**src/rtl/cmd.sv**
```systemverilog
// Command opcode table; index i of DISPATCH_OPCODES selects sub-command i.
package cmd;
    typedef logic [7:0] opcode_t;
    localparam int NUM_OPCODES = 4;
    localparam opcode_t DISPATCH_OPCODES [NUM_OPCODES] = '{8'h52, 8'h57, 8'h43, 8'h46};
endpackage

```
**src/rtl/types.sv**
```systemverilog
// Shared framebuffer types used by the command modules.
package types;
    localparam int FB_ADDR_W       = 16;
    localparam int BYTES_PER_PIXEL = 3;
    typedef logic [FB_ADDR_W-1:0] fb_addr_t;
endpackage

```
**src/rtl/control_cmd_dispatch_pkg.sv**
```systemverilog
// Dispatcher state encoding and opcode lookup helper.
package control_cmd_dispatch_pkg;
    typedef enum logic [1:0] {ST_IDLE, ST_ACTIVE, ST_DRAIN} dispatch_state_t;

    localparam int IDX_W = $clog2(cmd::NUM_OPCODES);

    typedef struct packed {
        logic             hit;
        logic [IDX_W-1:0] idx;
    } decode_t;

    // Lowest table index wins if an opcode is listed twice.
    function automatic decode_t decode_opcode(cmd::opcode_t b);
        decode_t d;
        d = '0;
        for (int i = cmd::NUM_OPCODES - 1; i >= 0; i--) begin
            if (b == cmd::DISPATCH_OPCODES[i]) begin
                d.hit = 1'b1;
                d.idx = IDX_W'(i);
            end
        end
        return d;
    endfunction
endpackage

```
**src/rtl/control_cmd_dispatch_if.sv**
```systemverilog
// Byte stream, sub-command strobes and framebuffer write port around the dispatcher.
interface control_cmd_dispatch_if #(parameter int NUM_CMDS = 4);
    logic [7:0]                        data_in;
    logic                              data_valid;
    logic [NUM_CMDS-1:0]               sub_enable;
    logic [7:0]                        sub_data;
    logic [NUM_CMDS-1:0]               sub_reset;
    logic [NUM_CMDS-1:0]               sub_done;
    types::fb_addr_t [NUM_CMDS-1:0]    sub_addr;
    logic [NUM_CMDS-1:0][7:0]          sub_do;
    logic [NUM_CMDS-1:0]               sub_we;
    logic [NUM_CMDS-1:0]               sub_as;
    types::fb_addr_t                   fb_addr;
    logic [7:0]                        fb_do;
    logic                              fb_we;
    logic                              fb_as;

    modport slave (
        input  data_in, data_valid, sub_done, sub_addr, sub_do, sub_we, sub_as,
        output sub_enable, sub_data, sub_reset, fb_addr, fb_do, fb_we, fb_as
    );

    modport master (
        output data_in, data_valid, sub_done, sub_addr, sub_do, sub_we, sub_as,
        input  sub_enable, sub_data, sub_reset, fb_addr, fb_do, fb_we, fb_as
    );
endinterface

```
**src/rtl/dispatch_timeout.sv**
```systemverilog
// Inter-byte stall counter: clears on clr, counts while en, flags the last count.
module dispatch_timeout #(
    parameter int TIMEOUT_CYCLES = 4096
) (
    input  logic clk,
    input  logic reset,
    input  logic clr,
    input  logic en,
    output logic expired
);
    localparam int CNT_W = (TIMEOUT_CYCLES > 2) ? $clog2(TIMEOUT_CYCLES) : 1;
    localparam logic [CNT_W-1:0] LAST = CNT_W'(TIMEOUT_CYCLES - 1);

    logic [CNT_W-1:0] count;

    always_ff @(posedge clk or negedge reset) begin
        if (!reset) begin
            count <= '0;
        end else if (clr) begin
            count <= '0;
        end else if (en) begin
            count <= count + 1'b1;
        end
    end

    assign expired = en && !clr && (count == LAST);
endmodule

```
**src/rtl/control_cmd_dispatch.sv**
```systemverilog
// Routes each command's payload bytes to one sub-command and muxes its framebuffer port.
module control_cmd_dispatch
    import control_cmd_dispatch_pkg::*;
#(
    parameter int NUM_CMDS       = 4,
    parameter int TIMEOUT_CYCLES = 4096
) (
    input  logic                        clk,
    input  logic                        reset,
    control_cmd_dispatch_if.slave       bus,
    output logic                        busy,
    output logic [$clog2(NUM_CMDS)-1:0] active_cmd,
    output logic                        err_opcode,
    output logic                        err_timeout
);
    localparam int SEL_W = $clog2(NUM_CMDS);

    dispatch_state_t     state, state_nxt;
    logic [SEL_W-1:0]    sel;
    logic                pend_vld;
    cmd::opcode_t        pend_byte;
    logic [NUM_CMDS-1:0] prev_as;
    logic                as_armed;
    logic [NUM_CMDS-1:0] sel_onehot;
    decode_t             dec;
    cmd::opcode_t        dec_byte;
    logic                dec_vld, dec_hit, done_sel;
    logic                byte_fwd, pend_load, tmo_fire, fb_live;
    logic                tmo_clr, tmo_en, tmo_hit;

    dispatch_timeout #(.TIMEOUT_CYCLES(TIMEOUT_CYCLES)) u_timeout (
        .clk     (clk),
        .reset   (reset),
        .clr     (tmo_clr),
        .en      (tmo_en),
        .expired (tmo_hit)
    );

    // A fresh byte in IDLE supersedes whatever sits in the pending slot.
    always_comb begin
        dec_vld    = bus.data_valid || pend_vld;
        dec_byte   = bus.data_valid ? bus.data_in : pend_byte;
        dec        = decode_opcode(dec_byte);
        dec_hit    = dec.hit && (int'(dec.idx) < NUM_CMDS);
        done_sel   = bus.sub_done[sel];
        sel_onehot = NUM_CMDS'(1) << sel;
        tmo_en     = (state == ST_ACTIVE);
        tmo_clr    = (state != ST_ACTIVE) || bus.data_valid;
        state_nxt  = state;
        byte_fwd   = 1'b0;
        pend_load  = 1'b0;
        tmo_fire   = 1'b0;
        unique case (state)
            ST_IDLE: begin
                if (dec_vld && dec_hit) state_nxt = ST_ACTIVE;
            end
            ST_ACTIVE: begin
                if (done_sel) begin
                    state_nxt = ST_DRAIN;
                    pend_load = bus.data_valid;
                end else begin
                    byte_fwd = bus.data_valid;
                    if (tmo_hit) begin
                        tmo_fire  = 1'b1;
                        state_nxt = ST_IDLE;
                    end
                end
            end
            ST_DRAIN: begin
                state_nxt = ST_IDLE;
                pend_load = bus.data_valid;
            end
            default: state_nxt = ST_IDLE;
        endcase
        fb_live = (state != ST_IDLE) && (state_nxt != ST_IDLE);
    end

    assign busy       = (state != ST_IDLE);
    assign active_cmd = busy ? sel : '0;

    always_ff @(posedge clk or negedge reset) begin
        if (!reset) begin
            state          <= ST_IDLE;
            sel            <= '0;
            pend_vld       <= 1'b0;
            pend_byte      <= '0;
            prev_as        <= '0;
            as_armed       <= 1'b0;
            err_opcode     <= 1'b0;
            err_timeout    <= 1'b0;
            bus.sub_enable <= '0;
            bus.sub_data   <= '0;
            bus.sub_reset  <= '0;
            bus.fb_addr    <= '0;
            bus.fb_do      <= '0;
            bus.fb_we      <= 1'b0;
            bus.fb_as      <= 1'b0;
        end else begin
            state <= state_nxt;
            if (state == ST_IDLE && dec_vld && dec_hit) sel <= SEL_W'(dec.idx);

            if (pend_load) begin
                pend_vld  <= 1'b1;
                pend_byte <= bus.data_in;
            end else if (state == ST_IDLE) begin
                pend_vld <= 1'b0;
            end

            err_opcode     <= (state == ST_IDLE) && dec_vld && !dec_hit;
            err_timeout    <= tmo_fire;
            bus.sub_reset  <= tmo_fire ? sel_onehot : '0;
            bus.sub_enable <= byte_fwd ? sel_onehot : '0;
            if (byte_fwd) bus.sub_data <= bus.data_in;

            // First clock after reset only seeds prev_as so a held-high sub_as is not seen as a toggle.
            prev_as  <= bus.sub_as;
            as_armed <= 1'b1;
            if (as_armed) bus.fb_as <= bus.fb_as ^ (bus.sub_as[sel] ^ prev_as[sel]);

            if (fb_live) begin
                bus.fb_addr <= bus.sub_addr[sel];
                bus.fb_do   <= bus.sub_do[sel];
                bus.fb_we   <= bus.sub_we[sel];
            end else begin
                bus.fb_addr <= '0;
                bus.fb_do   <= '0;
                bus.fb_we   <= 1'b0;
            end
        end
    end
endmodule
```
**src/flat_wrapper.sv**
```systemverilog
// flat-port wrapper written by rule: the top's interface ports become plain ports
module control_cmd_dispatch_flat import control_cmd_dispatch_pkg::*;
#(
    parameter int NUM_CMDS       = 4,
    parameter int TIMEOUT_CYCLES = 4096
)
  (clk, reset, busy, active_cmd, err_opcode, err_timeout, bus_data_in, bus_data_valid, bus_sub_done, bus_sub_addr, bus_sub_do, bus_sub_we, bus_sub_as, bus_sub_enable, bus_sub_data, bus_sub_reset, bus_fb_addr, bus_fb_do, bus_fb_we, bus_fb_as);
  control_cmd_dispatch_if #(.NUM_CMDS(NUM_CMDS)) bus_i ();
  input  logic clk;
  input  logic reset;
  output logic busy;
  output logic [$clog2(NUM_CMDS)-1:0] active_cmd;
  output logic err_opcode;
  output logic err_timeout;
  input wire logic [$bits(bus_i.data_in)-1:0] bus_data_in;
  input wire logic [$bits(bus_i.data_valid)-1:0] bus_data_valid;
  input wire logic [$bits(bus_i.sub_done)-1:0] bus_sub_done;
  input wire logic [$bits(bus_i.sub_addr)-1:0] bus_sub_addr;
  input wire logic [$bits(bus_i.sub_do)-1:0] bus_sub_do;
  input wire logic [$bits(bus_i.sub_we)-1:0] bus_sub_we;
  input wire logic [$bits(bus_i.sub_as)-1:0] bus_sub_as;
  output wire logic [$bits(bus_i.sub_enable)-1:0] bus_sub_enable;
  output wire logic [$bits(bus_i.sub_data)-1:0] bus_sub_data;
  output wire logic [$bits(bus_i.sub_reset)-1:0] bus_sub_reset;
  output wire logic [$bits(bus_i.fb_addr)-1:0] bus_fb_addr;
  output wire logic [$bits(bus_i.fb_do)-1:0] bus_fb_do;
  output wire logic [$bits(bus_i.fb_we)-1:0] bus_fb_we;
  output wire logic [$bits(bus_i.fb_as)-1:0] bus_fb_as;
  assign bus_i.data_in = bus_data_in;
  assign bus_i.data_valid = bus_data_valid;
  assign bus_i.sub_done = bus_sub_done;
  assign bus_i.sub_addr = bus_sub_addr;
  assign bus_i.sub_do = bus_sub_do;
  assign bus_i.sub_we = bus_sub_we;
  assign bus_i.sub_as = bus_sub_as;
  assign bus_sub_enable = bus_i.sub_enable;
  assign bus_sub_data = bus_i.sub_data;
  assign bus_sub_reset = bus_i.sub_reset;
  assign bus_fb_addr = bus_i.fb_addr;
  assign bus_fb_do = bus_i.fb_do;
  assign bus_fb_we = bus_i.fb_we;
  assign bus_fb_as = bus_i.fb_as;
  control_cmd_dispatch #(.NUM_CMDS(NUM_CMDS), .TIMEOUT_CYCLES(TIMEOUT_CYCLES)) u_core (.clk(clk), .reset(reset), .bus(bus_i), .busy(busy), .active_cmd(active_cmd), .err_opcode(err_opcode), .err_timeout(err_timeout));
endmodule
```
**config.mk**
```make
export PLATFORM = sky130hd
export DESIGN_NAME = control_cmd_dispatch_flat
export DESIGN_NICKNAME = d
export VERILOG_FILES = /design/src/rtl/cmd.sv /design/src/rtl/types.sv /design/src/rtl/control_cmd_dispatch_pkg.sv /design/src/rtl/control_cmd_dispatch_if.sv /design/src/rtl/dispatch_timeout.sv /design/src/rtl/control_cmd_dispatch.sv /design/src/flat_wrapper.sv
export SDC_FILE = /design/constraint.sdc
export NUM_CORES = 1
export LEC_CHECK = 0
export BUFFER_PORTS_ARGS = -buffer_cell sky130_fd_sc_hd__buf_2
export CORE_MARGIN = 5
export CORE_UTILIZATION = 32
export DETAILED_ROUTE_END_ITERATION = 6
export GPL_TIMING_DRIVEN = 1
export PLACE_DENSITY_LB_ADDON = 0.2
export SYNTH_ARGS = -nofsm -noshare
export SYNTH_HDL_FRONTEND = slang
export SYNTH_SLANG_ARGS = --single-unit
export TNS_END_PERCENT = 20
```
**constraint.sdc**
```tcl
create_clock -name clk -period 2.3 [get_ports clk]
set_input_delay 0.115 -clock clk [delete_from_list [all_inputs] [get_ports clk]]
set_output_delay 0.115 -clock clk [all_outputs]
set_load 0.1 [all_outputs]
```
==> flow_summary.json, run 1 <==
{
  "grt_overflow": 0,
  "synth_edf_count": 0,
  "drt_wl_total_um": 10300,
  "ys_seq_area_share_pct": 50.14,
  "ios": 166,
  "yosysUniqueCellTypes": 40,
  "critical_path_class": "reg2reg",
  "crit_family": "multiplexers",
  "pwr-share-comb_pct": 34.7,
  "cp_slowest_cell": "mux4_2",
  "drive_above_1_share_pct": 52.91,
  "yosys_register_bits": 74,
  "p_leak_nw": 2.447,
  "period_needed_ns": 2.011,
  "hold_viol_final": 0,
  "post-route-cell-area_um2": 5075,
  "synth_area_um2": 3694,
  "track_usage_pct": 14.97,
  "grt_pass1_wl_um": 16430,
  "vias": 2823,
  "avgViaCountPerCell": 4.793,
  "cts_max_path_buffers": 2,
  "syn_inst": 272,
  "powerDensity_nw_per_um2": 936.8,
  "grt_pass1_vias": 2975,
  "pwr-share-clk_pct": 31.9,
  "clockRootBuffer": "clkbuf_16",
  "slowest_delay_ns": 0.55,
  "cp-start-kind": "flip-flop",
  "fmax_ghz": 0.4974,
  "place_area_um2": 4697,
  "clk-insertion-delay-late_ns": 0.33,
  "ys_warn_count": 0,
  "antenna_found_initial": 0,
  "maxCapViolCount": 0,
  "p_sw_mw": 1.760,
  "clk_pin_slew_ns": 0.06,
  "place_hpwl_um": 7930,
  "arrival_ns": 2.22,
  "drtIter0Drc": 185,
  "synth.avg_cell_area_um2": 13.58,
  "fp.dieH_um": 117.4,
  "die_x_um": 117.4,
  "wl_per_cell_um": 17.49,
  "cts.sinks": 74,
  "ant_nets": 0,
  "ys_async_sr_fraction_pct": 100.0,
  "rsz0062_at_grt": "false",
  "multi_input_area_um2": 1733,
  "cts_buffers": 9,
  "port_buffers": 165,
  "swShare_pct": 37.01,
  "dr.pass1.iters": 4,
  "htree_levels": 3,
  "coreArea_um2": 11370,
  "area_delta_synth_final_pct": 37.40,
  "start_util_pct": 32.49,
  "syn-num-nets": 395,
  "slew_violations": 0,
  "tritoncts": "done",
  "tns_ns": 0,
  "worst_slew_pin_slew_ns": 0.6112,
  "antenna_cells": 0,
  "period_share_pct": 87.41,
  "drc": 0,
  "grt_max_degree": 47,
  "p_int_mw": 2.995,
  "dieArea_um2": 13790,
  "cp_data_required_time_ns": 2.51,
  "clock_skew_ns": 0.008036,
  "setup_violations": 0,
  "cp_cell_sequence": "mux4_2 -> and2_1 -> o211a_1 -> mux2_4",
  "worst-path-buf-inv": 0,
  "finalNetCount": 564,
  "crit_path_max_fanout": 9,
  "num_rows": 39,
  "end_kind": "flip-flop",
  "vdd_drop_max_mv": 0.9605,
  "synth_flop_cell": "dfrtp_1",
  "ff_latch_area_um2": 1853,
  "hold_path.class": "in2reg",
  "status": "complete, no violations",
  "n_fill_cell": 1079,
  "routabilityCongestion": 0.8015,
  "pwr-share-seq_pct": 33.4,
  "slew_headroom_pct": 59.25
}
[worst paths after layout]
path	start	to	slack (ns)	cells after the start
setup / recovery	u_core.sel[0]$_DFFE_PN0P_	u_core.pend_byte[4]$_DFFE_PN0P_	0.29	4
hold / removal	bus_data_in[3]	u_core.pend_byte[3]$_DFFE_PN0P_	0.05	2
setup reg to reg	u_core.sel[0]$_DFFE_PN0P_	u_core.pend_byte[4]$_DFFE_PN0P_	0.29	4
hold reg to reg	u_core.u_timeout.count[0]$_DFFE_PN0P_	u_core.u_timeout.count[0]$_DFFE_PN0P_	0.46	1
max in group asynchronous	reset	u_core.err_opcode$_DFF_PN0_	1.39	3
min in group asynchronous	reset	u_core.bus.sub_data[5]$_DFFE_PN0P_	0.35	2
[sequential cells by signal, summed over array words and instances, names as in the netlist]
signal and count:
u_core.pend_byte 8, u_core.state 2, u_core.pend_vld 1, u_core.prev_as 4, u_core.bus.sub_enable 4, u_core.bus.fb_we 1
u_core.sel 2, u_core.err_timeout 1, u_core.err_opcode 1, u_core.u_timeout.count 12, u_core.bus.sub_data 8, u_core.bus.fb_as 1
u_core.bus.fb_do 8, u_core.bus.sub_reset 4, u_core.bus.fb_addr 16, u_core.as_armed 1
[cells in the final DEF (no fill, tap or decap), drive strengths merged, types with 4 or more instances in the layout]
cell         instances
nand2b               4
nand3                5
buf                170
nor3b               29
nor2                17
inv                  8
nand2                8
nor3                 6
xnor2               10
mux2                17
ha                   4
clkbuf              10
mux4                27
a21oi                7
xor2                 6
dlygate4sd3          5
o21ai                5
dfrtp               74
[cells in the mapped netlist, drive strengths merged, types with 2 or more instances]
cell    number  share of area, %
nand2        8              0.81
buf          8               1.4
nor3         6              0.81
mux2i        3              0.81
a21oi        7               1.1
nand3        5              0.68
nand4        2              0.51
o21ai        5              0.68
nand3b       2              0.41
nand2b       4              0.68
mux2        17               6.0
o22ai        3              0.51
nor2        17               1.7
xnor3        2               1.2
nor3b       29               5.9
mux4        27                16
or3          3              0.51
clkbuf       9              0.91
nor2b        3              0.51
ha           4               1.4
inv          7              0.71
xnor2       10               2.4
xor2         6               1.4
dfrtp       74                50
[final cells by class]
| cell class | count | area share (%) |
|---|---|---|
| sequential | 74 | 36.51 |
| multi-input combinational | 174 | 34.15 |
| timing repair buffer | 175 | 18.84 |
| clock buffer | 10 | 4.709 |
| tap | 143 | 3.526 |
| clock inverter | 6 | 1.750 |
| inverter | 7 | 0.5178 |
[routing by layer]
layer	GRT usage, %	share of wire (%)	routed length (um)	vias to the layer above
met2	25.11	53	5434	84
met3	3.850	4.8	491	13
met4	5.511	2.0	204	0
met1	18.54	40	4173	1398
met5	0	0	0	-
li1	-	-	-	1328
[stage by stage]
step | utilization, % | cells | setup WS (ns) | total power, mW | hold slack (ns)
after global placement | 41.31 | 568 | 0.3360 | 3.242 | 0.1735
after floorplan | - | 272 | 0.02244 | 2.865 | -0.1806
after global routing | 44.64 | 589 | 0.1640 | 4.988 | 0.04106
final | 44.64 | 589 | 0.2895 | 4.754 | 0.04916
after CTS | 44.64 | 589 | 0.2250 | 4.817 | 0.03252
after detailed placement | 41.31 | 568 | 0.2866 | 3.268 | 0.1765
[kinds of logic after synthesis]
logic type / after synthesis / synth area share [%]
other: 1 / 0.1015
muxes: 47 / 23.27
DFF: 74 / 50.14
adders and majority gates: 4 / 1.355
buffers and inverters: 24 / 3.015
and+or+nand+nor: 85 / 13.92
xor gates and xnor gates: 18 / 5.013
AOI/OAI and AO/OA: 19 / 3.184
[power groups by stage]
stage	sequential (mW)	combinational, mW	clock [mW]
finish	1.59	1.65	1.52
global placement	1.61	1.63	0
detailed placement	1.61	1.66	0
global route	1.61	1.75	1.63
CTS	1.59	1.67	1.56
floorplan	2.19	0.677	0
[what timing repair did]
item / CTS / global route
hold buffers: 5 / 0
hold endpoints to repair: 49 / 0
endpoints found under the setup margin: 0 / 0
resized for setup: 0 / 0
setup buffers: 0 / 0
Power figures use the tool's default switching activity.
==> run 2, diff against run 1 <==
--- a/config.mk
+++ b/config.mk
@@ -11,6 +11,7 @@
 export DETAILED_ROUTE_END_ITERATION = 6
 export GPL_TIMING_DRIVEN = 1
 export PLACE_DENSITY_LB_ADDON = 0.2
+export REMOVE_ABC_BUFFERS = 1
 export SYNTH_ARGS = -nofsm -noshare
 export SYNTH_HDL_FRONTEND = slang
 export SYNTH_SLANG_ARGS = --single-unit
==> run 2 against run 1 <==
Cell count increased by 0.17%; critical endpoint is now u_core.pend_byte[7]$_DFFE_PN0P_; die area unchanged; largest power group unchanged; combinational power about the same.
==> flow_summary.json, run 2 (synthesized netlist as in run 1, its figures left out) <==
{
  "slew_headroom_pct": 59.04,
  "crit_family": "multiplexers",
  "power_mw": 4.795,
  "port_buffers": 165,
  "slowest_delay_ns": 0.56,
  "vdd_drop_max_mv": 0.4947,
  "clock_skew_ns": 0.006419,
  "period_share_pct": 87.07,
  "cp_cell_sequence": "mux4_2 -> and2_1 -> o211a_1 -> mux2_4",
  "tritoncts": "done",
  "ant_nets": 0,
  "drc": 0,
  "crit_path_max_fanout": 9,
  "grt_pass1_wl_um": 16400,
  "worst-path-buf-inv": 0,
  "maxCapViolCount": 0,
  "slew_violations": 0,
  "dr.pass1.iters": 4,
  "largest_reg_flops": 16,
  "vias": 2829,
  "routabilityCongestion": 0.7904,
  "clk-insertion-delay-late_ns": 0.33,
  "fp.dieH_um": 117.4,
  "cts.sinks": 74,
  "track_usage_pct": 14.66,
  "period_needed_ns": 2.002,
  "num_rows": 39,
  "worst_slew_pin_slew_ns": 0.6145,
  "final_common_cell": "buf_2",
  "cp_data_required_time_ns": 2.51,
  "avgViaCountPerCell": 4.795,
  "ios": 166,
  "coreArea_um2": 11370,
  "clk_pin_slew_ns": 0.05,
  "hold_path.class": "in2reg",
  "drive_above_1_share_pct": 52.35,
  "cts_max_path_buffers": 2,
  "cts_buffers": 9,
  "powerDensity_nw_per_um2": 944.8,
  "area_delta_synth_final_pct": 37.40,
  "critical_path_class": "reg2reg",
  "reg_top3": "u_core.bus.fb_addr: 16 flops, u_core.u_timeout.count: 12 flops",
  "cp-start-kind": "flip-flop",
  "start_util_pct": 32.49,
  "cp_slowest_cell": "mux4_2",
  "setup_violations": 0,
  "utilization_pct": 44.64,
  "dieArea_um2": 13790,
  "p_leak_nw": 2.451,
  "drtIter0Drc": 118,
  "grt_overflow": 0,
  "antenna_found_initial": 0,
  "status": "complete, no violations",
  "met1_length_um": 4061,
  "clockRootBuffer": "clkbuf_16",
  "htree_levels": 3,
  "wl_per_cell_um": 16.58,
  "hold_viol_final": 0,
  "dr.max_layer_used": "met4",
  "fmax_ghz": 0.4994,
  "wl_met3_um": 571,
  "antenna_cells": 0,
  "met2_length_um": 4913,
  "finalNetCount": 565,
  "die_x_um": 117.4,
  "end_kind": "flip-flop",
  "grt_max_degree": 50,
  "drt_wl_total_um": 9782,
  "place_hpwl_um": 7414,
  "rsz0062_at_grt": "false",
  "layout_common_cells": "buf_2, dfrtp_1, nor3b_1",
  "grt_pass1_vias": 3122,
  "arrival_ns": 2.21,
  "largest-register": "u_core.bus.fb_addr"
}
## run 2: changes by cell type in the layout (fill, tap and decap cells not counted), sizes merged
cell / delta
buf: +1
bufinv: +1
clkbuf: +1
clkinvlp: -1
inv: -1
## run 2: metrics by stage
step	setup TNS, ns	instances	hold slack (ns)	instance area, um2	setup slack, ns
3_3_place_gp	0	569	0.1770	4690	0.3378
4_1_cts	0	590	0.03713	5075	0.2665
5_1_grt	0	590	0.04330	5075	0.1856
3_5_place_dp	0	569	0.1756	4690	0.3029
2_1_floorplan	-24.98	255	-0.1806	3608	-0.6660
6_report	0	590	0.04980	5075	0.2975
## run 2: worst paths after layout
kind,startpoint,slack (ns),end,cells past startpoint
hold / removal,bus_data_in[1],0.05,u_core.pend_byte[1]$_DFFE_PN0P_,2
hold reg to reg,u_core.u_timeout.count[0]$_DFFE_PN0P_,0.46,u_core.u_timeout.count[0]$_DFFE_PN0P_,1
max in group asynchronous,reset,1.31,u_core.bus.sub_enable[0]$_DFF_PN0_,3
setup / recovery,u_core.sel[0]$_DFFE_PN0P_,0.30,u_core.pend_byte[7]$_DFFE_PN0P_,4
min in group asynchronous,reset,0.34,u_core.bus.sub_data[0]$_DFFE_PN0P_,2
setup reg to reg,u_core.sel[0]$_DFFE_PN0P_,0.30,u_core.pend_byte[7]$_DFFE_PN0P_,4
## run 2: timing repair
item                                   4_1_cts  5_1_grt
endpoints found under the hold margin       51        0
hold buffers                                 5        0
buffers inserted                             0        0
gates resized for setup                      0        0
## run 2: area by class of cell
class | count | area (um2)
clock buffer | 11 | 232.7
clock inverter | 5 | 102.6
fill | 1059 | 6295
inverter | 7 | 26.28
multi-input combinational | 174 | 1730
sequential | 74 | 1853
tap | 143 | 178.9
timing repair buffer | 176 | 950.9
## run 2: power breakdown
part	leakage [nW]	total, mW	internal [mW]	switching, mW
Sequential	0.998	1.59	1.47	0.116
Combinational	1.29	1.64	0.537	1.10
Clock	0.160	1.56	1.06	0.506
Total	2.45	4.79	3.07	1.73
## run 2: per-layer routing
layer,GRT usage [%],up-vias
met5,0,-
met4,5.874,0
met3,4.187,19
met2,24.01,89
met1,18.20,1396
li1,-,1325
